`src/rtl/sdram_pkg.sv`:
```
// Shared constants for the SDRAM refresh scheduler: FSM encoding, default
// timing and the pending-counter width helper.
package sdram_pkg;

  localparam logic [0:0] ST_DISABLED = 1'b0;
  localparam logic [0:0] ST_RUN      = 1'b1;

  localparam int REFRESH_PERIOD_DEFAULT = 780;
  localparam int MAX_PENDING_DEFAULT    = 8;

  // Smallest width that can hold the value max_pending itself.
  function automatic int pend_width(input int max_pending);
    return $clog2(max_pending + 1);
  endfunction

  localparam int PEND_W_DEFAULT = pend_width(MAX_PENDING_DEFAULT);

endpackage

```
`src/rtl/refresh_interval_cnt.sv`:
```
// Modulo-REFRESH_PERIOD interval counter with synchronous clear; tick marks
// the last count of each period while not cleared.
module refresh_interval_cnt #(
  parameter int SIZE           = 16,
  parameter int REFRESH_PERIOD = 780
) (
  input  logic CLK,
  input  logic RST,
  input  logic clear,
  output logic tick
);

  localparam logic [SIZE-1:0] LAST = SIZE'(REFRESH_PERIOD - 1);

  logic [SIZE-1:0] count;

  assign tick = !clear && (count == LAST);

  // NOTE: clocked state uses non-blocking assignments so every register
  // samples pre-edge values regardless of block ordering.
  always_ff @(posedge CLK or posedge RST) begin
    if (RST)                         count <= '0;
    else if (clear || count == LAST) count <= '0;
    else                             count <= count + SIZE'(1);
  end

endmodule

```
`src/rtl/sdram_refresh_sched.sv`:
```
// Refresh-credit scheduler: accrues one credit per interval, hands them to the
// sequencer over req/ack. Optional SDRAM_REFRESH_STATS_EN adds an issued count.
module sdram_refresh_sched
  import sdram_pkg::*;
#(
  parameter int SIZE           = 16,
  parameter int REFRESH_PERIOD = REFRESH_PERIOD_DEFAULT,
  parameter int MAX_PENDING    = MAX_PENDING_DEFAULT,
  parameter int URGENT_THRESH  = 6,
  parameter int PEND_W         = PEND_W_DEFAULT
) (
  input  logic              CLK,
  input  logic              RST,
  input  logic              enable,
  input  logic              refresh_ack,
  output logic              refresh_req,
  output logic              refresh_urgent,
  output logic [PEND_W-1:0] pending_count,
  output logic              overflow
`ifdef SDRAM_REFRESH_STATS_EN
  ,
  output logic [15:0]       refresh_issued_cnt
`endif
);

  localparam logic [PEND_W-1:0] PEND_MAX = PEND_W'(MAX_PENDING);
  localparam logic [PEND_W-1:0] PEND_URG = PEND_W'(URGENT_THRESH);

  logic [0:0] state;
  logic       run_active;
  logic       tick;
  logic       ack_valid;

  // Dropping enable wins over any tick or ack in the same cycle.
  assign run_active = (state == ST_RUN) && enable;
  assign ack_valid  = run_active && refresh_ack && refresh_req;

  assign refresh_req    = (pending_count != '0);
  assign refresh_urgent = (pending_count >= PEND_URG);

  refresh_interval_cnt #(
    .SIZE           (SIZE),
    .REFRESH_PERIOD (REFRESH_PERIOD)
  ) u_interval (
    .CLK   (CLK),
    .RST   (RST),
    .clear (!run_active),
    .tick  (tick)
  );

  always_ff @(posedge CLK or posedge RST) begin
    if (RST) state <= ST_DISABLED;
    else     state <= enable ? ST_RUN : ST_DISABLED;
  end

  always_ff @(posedge CLK or posedge RST) begin
    if (RST) begin
      pending_count <= '0;
      overflow      <= 1'b0;
    end else if (!run_active) begin
      pending_count <= '0;
    end else begin
      case ({tick, ack_valid})
        2'b10: begin
          if (pending_count == PEND_MAX) overflow      <= 1'b1;
          else                           pending_count <= pending_count + PEND_W'(1);
        end
        2'b01:   pending_count <= pending_count - PEND_W'(1);
        default: pending_count <= pending_count;
      endcase
    end
  end

`ifdef SDRAM_REFRESH_STATS_EN
  // Lifetime statistic: survives enable drops, cleared only by reset.
  always_ff @(posedge CLK or posedge RST) begin
    if (RST)            refresh_issued_cnt <= '0;
    else if (ack_valid) refresh_issued_cnt <= refresh_issued_cnt + 16'd1;
  end
`endif

endmodule

```
`config.mk`:
```
export PLATFORM = sky130hd
export DESIGN_NAME = sdram_refresh_sched
export DESIGN_NICKNAME = d
export VERILOG_FILES = /design/src/rtl/sdram_pkg.sv /design/src/rtl/refresh_interval_cnt.sv /design/src/rtl/sdram_refresh_sched.sv
export SDC_FILE = /design/constraint.sdc
export NUM_CORES = 1
export LEC_CHECK = 0
export ABC_AREA = 1
export CORE_ASPECT_RATIO = 1.5
export CORE_UTILIZATION = 55
export DETAILED_ROUTE_END_ITERATION = 12
export PLACE_DENSITY = 0.73
export SYNTH_ARGS = -nofsm -noshare
export SYNTH_HDL_FRONTEND = slang
export SYNTH_SLANG_ARGS = --single-unit
export TNS_END_PERCENT = 30
```
`constraint.sdc`:
```
create_clock -name CLK -period 2.8 [get_ports CLK]
set_input_delay 0.42 -clock CLK [delete_from_list [all_inputs] [get_ports CLK]]
set_output_delay 0.42 -clock CLK [all_outputs]
set_load 0.02 [all_outputs]
```
== After elaboration in Yosys (flattened, before gate mapping) ==
Index checks and enable logic that the tools add are counted.
Word-level totals
  register bits after elaboration: 22
  bits of input ports: 4
  output and inout bits: 7
  logic and storage cells: 28
Operators by class
  add/sub/neg operators: 3
  order comparisons: 1
  equality and inequality tests: 6
  multiplexer cells: 5
  reduce and logical (&&, ||, !) cells: 9
Operators by type and width (number)
  16-bit by 1-bit adder with 16-bit output, second input constant: 1
  16-bit by 10-bit equality test with 1-bit output, second input constant: 1
  16-bit 2-to-1 mux: 1
  4-bit 2-to-1 mux: 2
  4-bit case mux with 2 select lines: 1
  4-bit by 1-bit adder with 4-bit output, second input constant: 1
  4-bit equality test, second input constant: 1
  4-bit by 3-bit >= comparator with 1-bit output, second input constant: 1
  1-bit logical AND: 4
  4-bit nonzero test: 1
  4-bit by 1-bit subtractor with 4-bit output, second input constant: 1
  3-bit by 1-bit != test with 1-bit output, second input constant: 1
  3-bit != test, second input constant: 1
  3-bit AND reduction: 1
  2-bit by 1-bit equality test with 1-bit output, second input constant: 1
  2-bit equality test, second input constant: 1
  2-bit AND reduction: 1
  1-bit logical NOT: 1
  1-bit logical OR: 1
  1-bit 2-to-1 mux: 1

== Longest topological paths before layout ==
  depth after elaboration: 6
  gate-level depth with buffers: 16
  gate-level depth less buffers: 16

== Hierarchy ==
Synthesis repeated with hierarchy kept, for this count alone.
Unflattened totals
  cells, all modules: 181
  area total of the unflattened synthesis: 1420.1 sq um
By module, submodules not included
  refresh_interval_cnt: times used 1, cells an instance 121, area an instance 947.2 sq um, sequential area each 400.4 sq um
  sdram_refresh_sched: times used 1, cells an instance 60, area an instance 473.0 sq um, sequential area each 150.1 sq um

== Least setup slack after synthesis ==
No wires, ideal clock.
  path kind: reg-to-reg
  start: register pending_count[1]
  end: register pending_count[3]
  setup time: 117 ps
  arrival: 2177 ps
  data required time: 2683 ps
  setup slack: 505 ps
  cell stages (with the launch flop): 16
  path buffers: 0
  period minus slack after synthesis: 2295 ps
  cells stage by stage: dfrtp_1 nor2_1 nand2_1 nand2_1 inv_1 nand3_1 inv_1 ha_1 a21oi_1 nand2_1 nand2_1 nand2_1 nor2_1 nor2_1 nand3_1 nand2_1
Between the ends
  cells in the longest elaborated chain, start to end: 5
  elaborated cells on any way between the ends: 13
  classes of those cells: 2 x add/sub; 5 x eq/ne; 3 x mux; 3 x reduce/logical
Ends and longest elaborated chain
  start, declared: line sdram_refresh_sched.sv:18  | output logic [PEND_W-1:0] pending_count,
  start signal, assigned: line sdram_refresh_sched.sv:66  | else pending_count <= pending_count + PEND_W'(1);
  start signal, assigned: line sdram_refresh_sched.sv:68  | 2'b01: pending_count <= pending_count - PEND_W'(1);
  start signal, assigned: line sdram_refresh_sched.sv:69  | default: pending_count <= pending_count;
  4-bit nonzero test *: line sdram_refresh_sched.sv:38  | assign refresh_req = (pending_count != '0);
  net refresh_req: line sdram_refresh_sched.sv:16  | output logic refresh_req,
  1-bit logical AND *: line sdram_refresh_sched.sv:36  | assign ack_valid = run_active && refresh_ack && refresh_req;
  2-bit by 1-bit equality test with 1-bit output / 2-bit equality test (equally long branches): line sdram_refresh_sched.sv:63  | case ({tick, ack_valid})
  4-bit case mux with 2 select lines, or another cell as far along: line sdram_refresh_sched.sv:63
  4-bit 2-to-1 mux / 2-bit AND reduction (equally long branches)
The timed path passes the listed nets; every way through them passes the cells marked *. The select of a mux whose other input is x is not followed.
A chain may end at the register's enable or synchronous reset.

== Worst setup path after layout ==
  start: register pending_count[1]
  end: register pending_count[3]
Between the ends
  cells in the longest elaborated chain, start to end: 5
  elaborated cells on any way between the ends: 13
  classes of those cells: 2 x add/sub; 5 x eq/ne; 3 x mux; 3 x reduce/logical
Ends and longest elaborated chain
  branches (longest 5 deep; another with 4-bit by 1-bit adder with 4-bit output)
Parallel ways; which one is timed is not known. The select of a mux whose other input is x is not followed.

==> results.md <==
- Die outline area: 2600 um^2
- Number of instances in the synthesized netlist: 168
- Cell Rows: 21
- # DRC: 0
- Global-route usage over all layers: 0.234
- CP Launch Type: flip-flop
- Total of cells resized after clock tree synthesis: 0
- Setup violations, final: 0
- CTS HTree Levels: 1
- Number of port buffers: 10
- Slowest CP cell: dfrtp_1
- Final std cells w/o fill: 203
- Final clock period utilization by the worst path: 0.837
- Hold violation count in the final report: 0
- Placer congestion estimate: 0.860
- Global-route wire length before repair: 4.60 mm
- Most common cell on crit path: nand2_1
- Number of antenna violations at the first check in global routing: 0
- Worst Hold End: u_interval.count[0]
- Proportion of netlist area held by the largest area contributor: 0.418
- Sink Count: 22
- Normalized max-slew margin: 0.460
- CTS Buf Count: 3
- Via count of the first global-routing pass: 1,152
- Vertical die dimension: 61.9 um
- Number of instances on the worst hold path: 1
- Biggest cell delay along the critical path: 470 ps
- Synthesized net count: 176
- Number of antenna-violating nets in the routed design: 0
- Number of buffers and inverters on the critical path: 2
- Global route total overflow: 0
- WL final: 2.61 mm
- Register-to-register path setup slack: 460 ps
- Number of cells on the worst reg-to-reg path: 15
- First-pass detailed-route iteration total: 4
- Core box area: 2260 um^2
- Clock latency on the worst-skew pair: 310 ps
- Status: finished, final reports clean
- Die Span X: 42.0 um
- Maximum clock frequency: 427 MHz
- Synth area leaders: dfrtp_1, nand2_1, nor2_1
- Netlist area before placement: 1320 um^2
- M1 GR Usage: 0.220
- Number of filler instances in the final layout: 196
- Final critical path time including I/O delays and setup: 2340 ps
- Post-DP HPWL: 2.13 mm
- Clock-pin slew reported for the worst setup and hold paths after clock tree synthesis: 110 ps
- Post-detailed-route via-to-cell ratio: 5.53
- Number of distinct library cell variants in the gate-level netlist after synthesis: 27
- Power density over cell area: 362 nW/um^2
- Critical path fanouts, max: 6
- Leakage: 0.683 nW
- Fraction of layout cells with a size suffix above 1: 0.100
- Aggregate negative setup slack: 0 ps
- Launch instance of the worst min-delay path: u_interval.count[0]
- Synth area leader: dfrtp_1
- Setup repair after global routing missed its margin: no
- Met2 GRT Util: 0.462
- Buffers from clock root to sink, at most: 2
- Delay-heaviest family, CP: simple AND/OR/NAND/NOR gates
- Final standard cell utilization of the core: 0.647
- Total vias in the final route: 1,123
- CTS tree: done
- Final-stage net count: 190
- Number of placed instances with taps included: 200
- Endpoint of the most critical register-to-register path: pending_count[3]
- Worst hold slack after final layout: 473 ps
- Max-capacitance violation count: 0
- Global-route layer with the greatest usage: met2
- Pins Over Slew Limit: 0
- Hold_buf cts: 0
- CP Cell Sequence: nor2_1 > nand2_1 > nand2_1 > inv_1 > nand3_1 > inv_1 > ha_1 > a21oi_1 > nand2_1 > nand2_1 > nand2_1 > nor2_1 > nor2_1 > nand3_1 > nand2_1
- Crit path DAT: 2540 ps
- Post-route clock skew: 7.91 ps
- Share of synthesized area occupied by flip-flops and latches: 0.418
- Number of DRC violations after detailed-routing iteration 0: 22
- Mean Syn Cell Area: 7.84 um^2
- Routed length per placed instance: 12.8 um
- Starting Density: 0.583
- Hold/Removal Path Class: flip-flop to flip-flop
- Number of setup buffers added after CTS: 0
- Startpoint of the worst register-to-register path: pending_count[1]
- Library cell used as clock root buffer: clkbuf_4
- Synthesis-to-layout area growth: 10.9%
- Ports placed on the boundary: 11
- Type of element capturing the critical path: flip-flop
- Antenna cells: 0
- Number of flip-flops and latches in the synthesized netlist: 22
- Synth warnings: 0
- Worst-Margin Slew: 809 ps
- Data required time of the critical path: 3000 ps
- Global Route met3 Usage: 0.0289
- Classification of the worst setup path: flip-flop to flip-flop
- Pin count of the biggest net entering global routing: 23
- Worst VDD drop: 258 uV
[report_power, final]
| part | internal (W) | total (W) | switching, W |
|---|---|---|---|
| Combinational | 0.0000225 | 0.0000603 | 0.0000378 |
| Clock | 0.0000503 | 0.000139 | 0.0000888 |
| Sequential | 0.000322 | 0.000329 | 0.00000677 |
[how the worst max path moves through the flow]
stage                     depth (start not counted)                 from                to  slack, ps
after global routing                             15  u_interval.count[0]  pending_count[3]        210
final                                            15     pending_count[1]  pending_count[3]        460
after detailed placement                         14               enable  pending_count[3]        230
after CTS                                        15     pending_count[1]  pending_count[3]        450
after floorplan                                  15     pending_count[1]  pending_count[3]        510
after global placement                           14               enable  pending_count[3]        390
[metrics by stage]
| step | area, um^2 | setup WS, ps | power [W] |
|---|---|---|---|
| 2_1_floorplan | 1320 | 505 | 0.000373 |
| 3_3_place_gp | 1440 | 385 | 0.000395 |
| 3_5_place_dp | 1440 | 234 | 0.000397 |
| 4_1_cts | 1460 | 447 | 0.000536 |
| 5_1_grt | 1460 | 207 | 0.000553 |
| 6_report | 1460 | 457 | 0.000528 |
[registers in the layout, summed over array words and instances, names as in the netlist]
signal	flops
overflow	1
pending_count	4
state	1
u_interval.count	16
[layer usage]
| layer | vias up | part of all wire | routed length, um |
|---|---|---|---|
| met5 | - | 0 | 0 |
| met4 | 0 | 0.045 | 117 |
| met3 | 12 | 0.025 | 66 |
| met2 | 21 | 0.55 | 1440 |
| met1 | 527 | 0.38 | 978 |
| li1 | 563 | - | - |
[cell usage after synthesis (all sizes together)]
cell type and instances:
a21oi 6, buf 1, clkinv 1, dfrtp 22, fa 1, ha 3, inv 18, nand2 39
nand3 17, nand4 3, nor2 36, nor3 10, nor3b 1, o21a 2, o21ai 1, o21bai 1
xnor2 1, xor2 5
[cells by family after synthesis]
group,share of synthesized area
AO/OA/AOI/OAI,0.0522
adder cells (fa/ha/maj),0.0437
buffers and inverters,0.0598
AND/OR/NAND/NOR,0.387
flip-flops,0.418
XOR/XNOR,0.0399
[worst register-to-register path: stages, from the launching register on]
cell and delay [ps]:
dfrtp_1 470, nor2_1 190, nand2_1 90, nand2_1 140
inv_1 110, nand3_1 140, inv_1 100, ha_1 330
a21oi_1 190, nand2_1 70, nand2_1 60, nand2_1 60
nor2_1 110, nor2_1 50, nand3_1 80, nand2_1 50
[area by class of cell]
| class | count | area [um^2] | share of cell area |
|---|---|---|---|
| Multi-Input combinational cell | 126 | 688 | 0.471 |
| Clock buffer | 3 | 22.5 | 0.0154 |
| Timing Repair Buffer | 10 | 100 | 0.0685 |
| Sequential cell | 22 | 551 | 0.377 |
| Inverter | 19 | 71.3 | 0.0488 |
| Tap cell | 23 | 28.8 | 0.0197 |
[placed cells by master (no fill, tap or decap), drive strengths merged]
cell type / netlist / final
dfrtp: 22 / 22
clkdlybuf4s50: 0 / 10
clkinv: 1 / 1
nand2: 39 / 39
xor2: 5 / 5
o21a: 2 / 2
o21ai: 1 / 1
nand4: 3 / 3
a21oi: 6 / 6
clkbuf: 0 / 3
nand3: 17 / 17
ha: 3 / 3
fa: 1 / 1
nor3: 10 / 10
inv: 18 / 18
o21bai: 1 / 1
nor3b: 1 / 1
nor2: 36 / 36
xnor2: 1 / 1
Note: power is estimated with default switching activity, not from simulation.
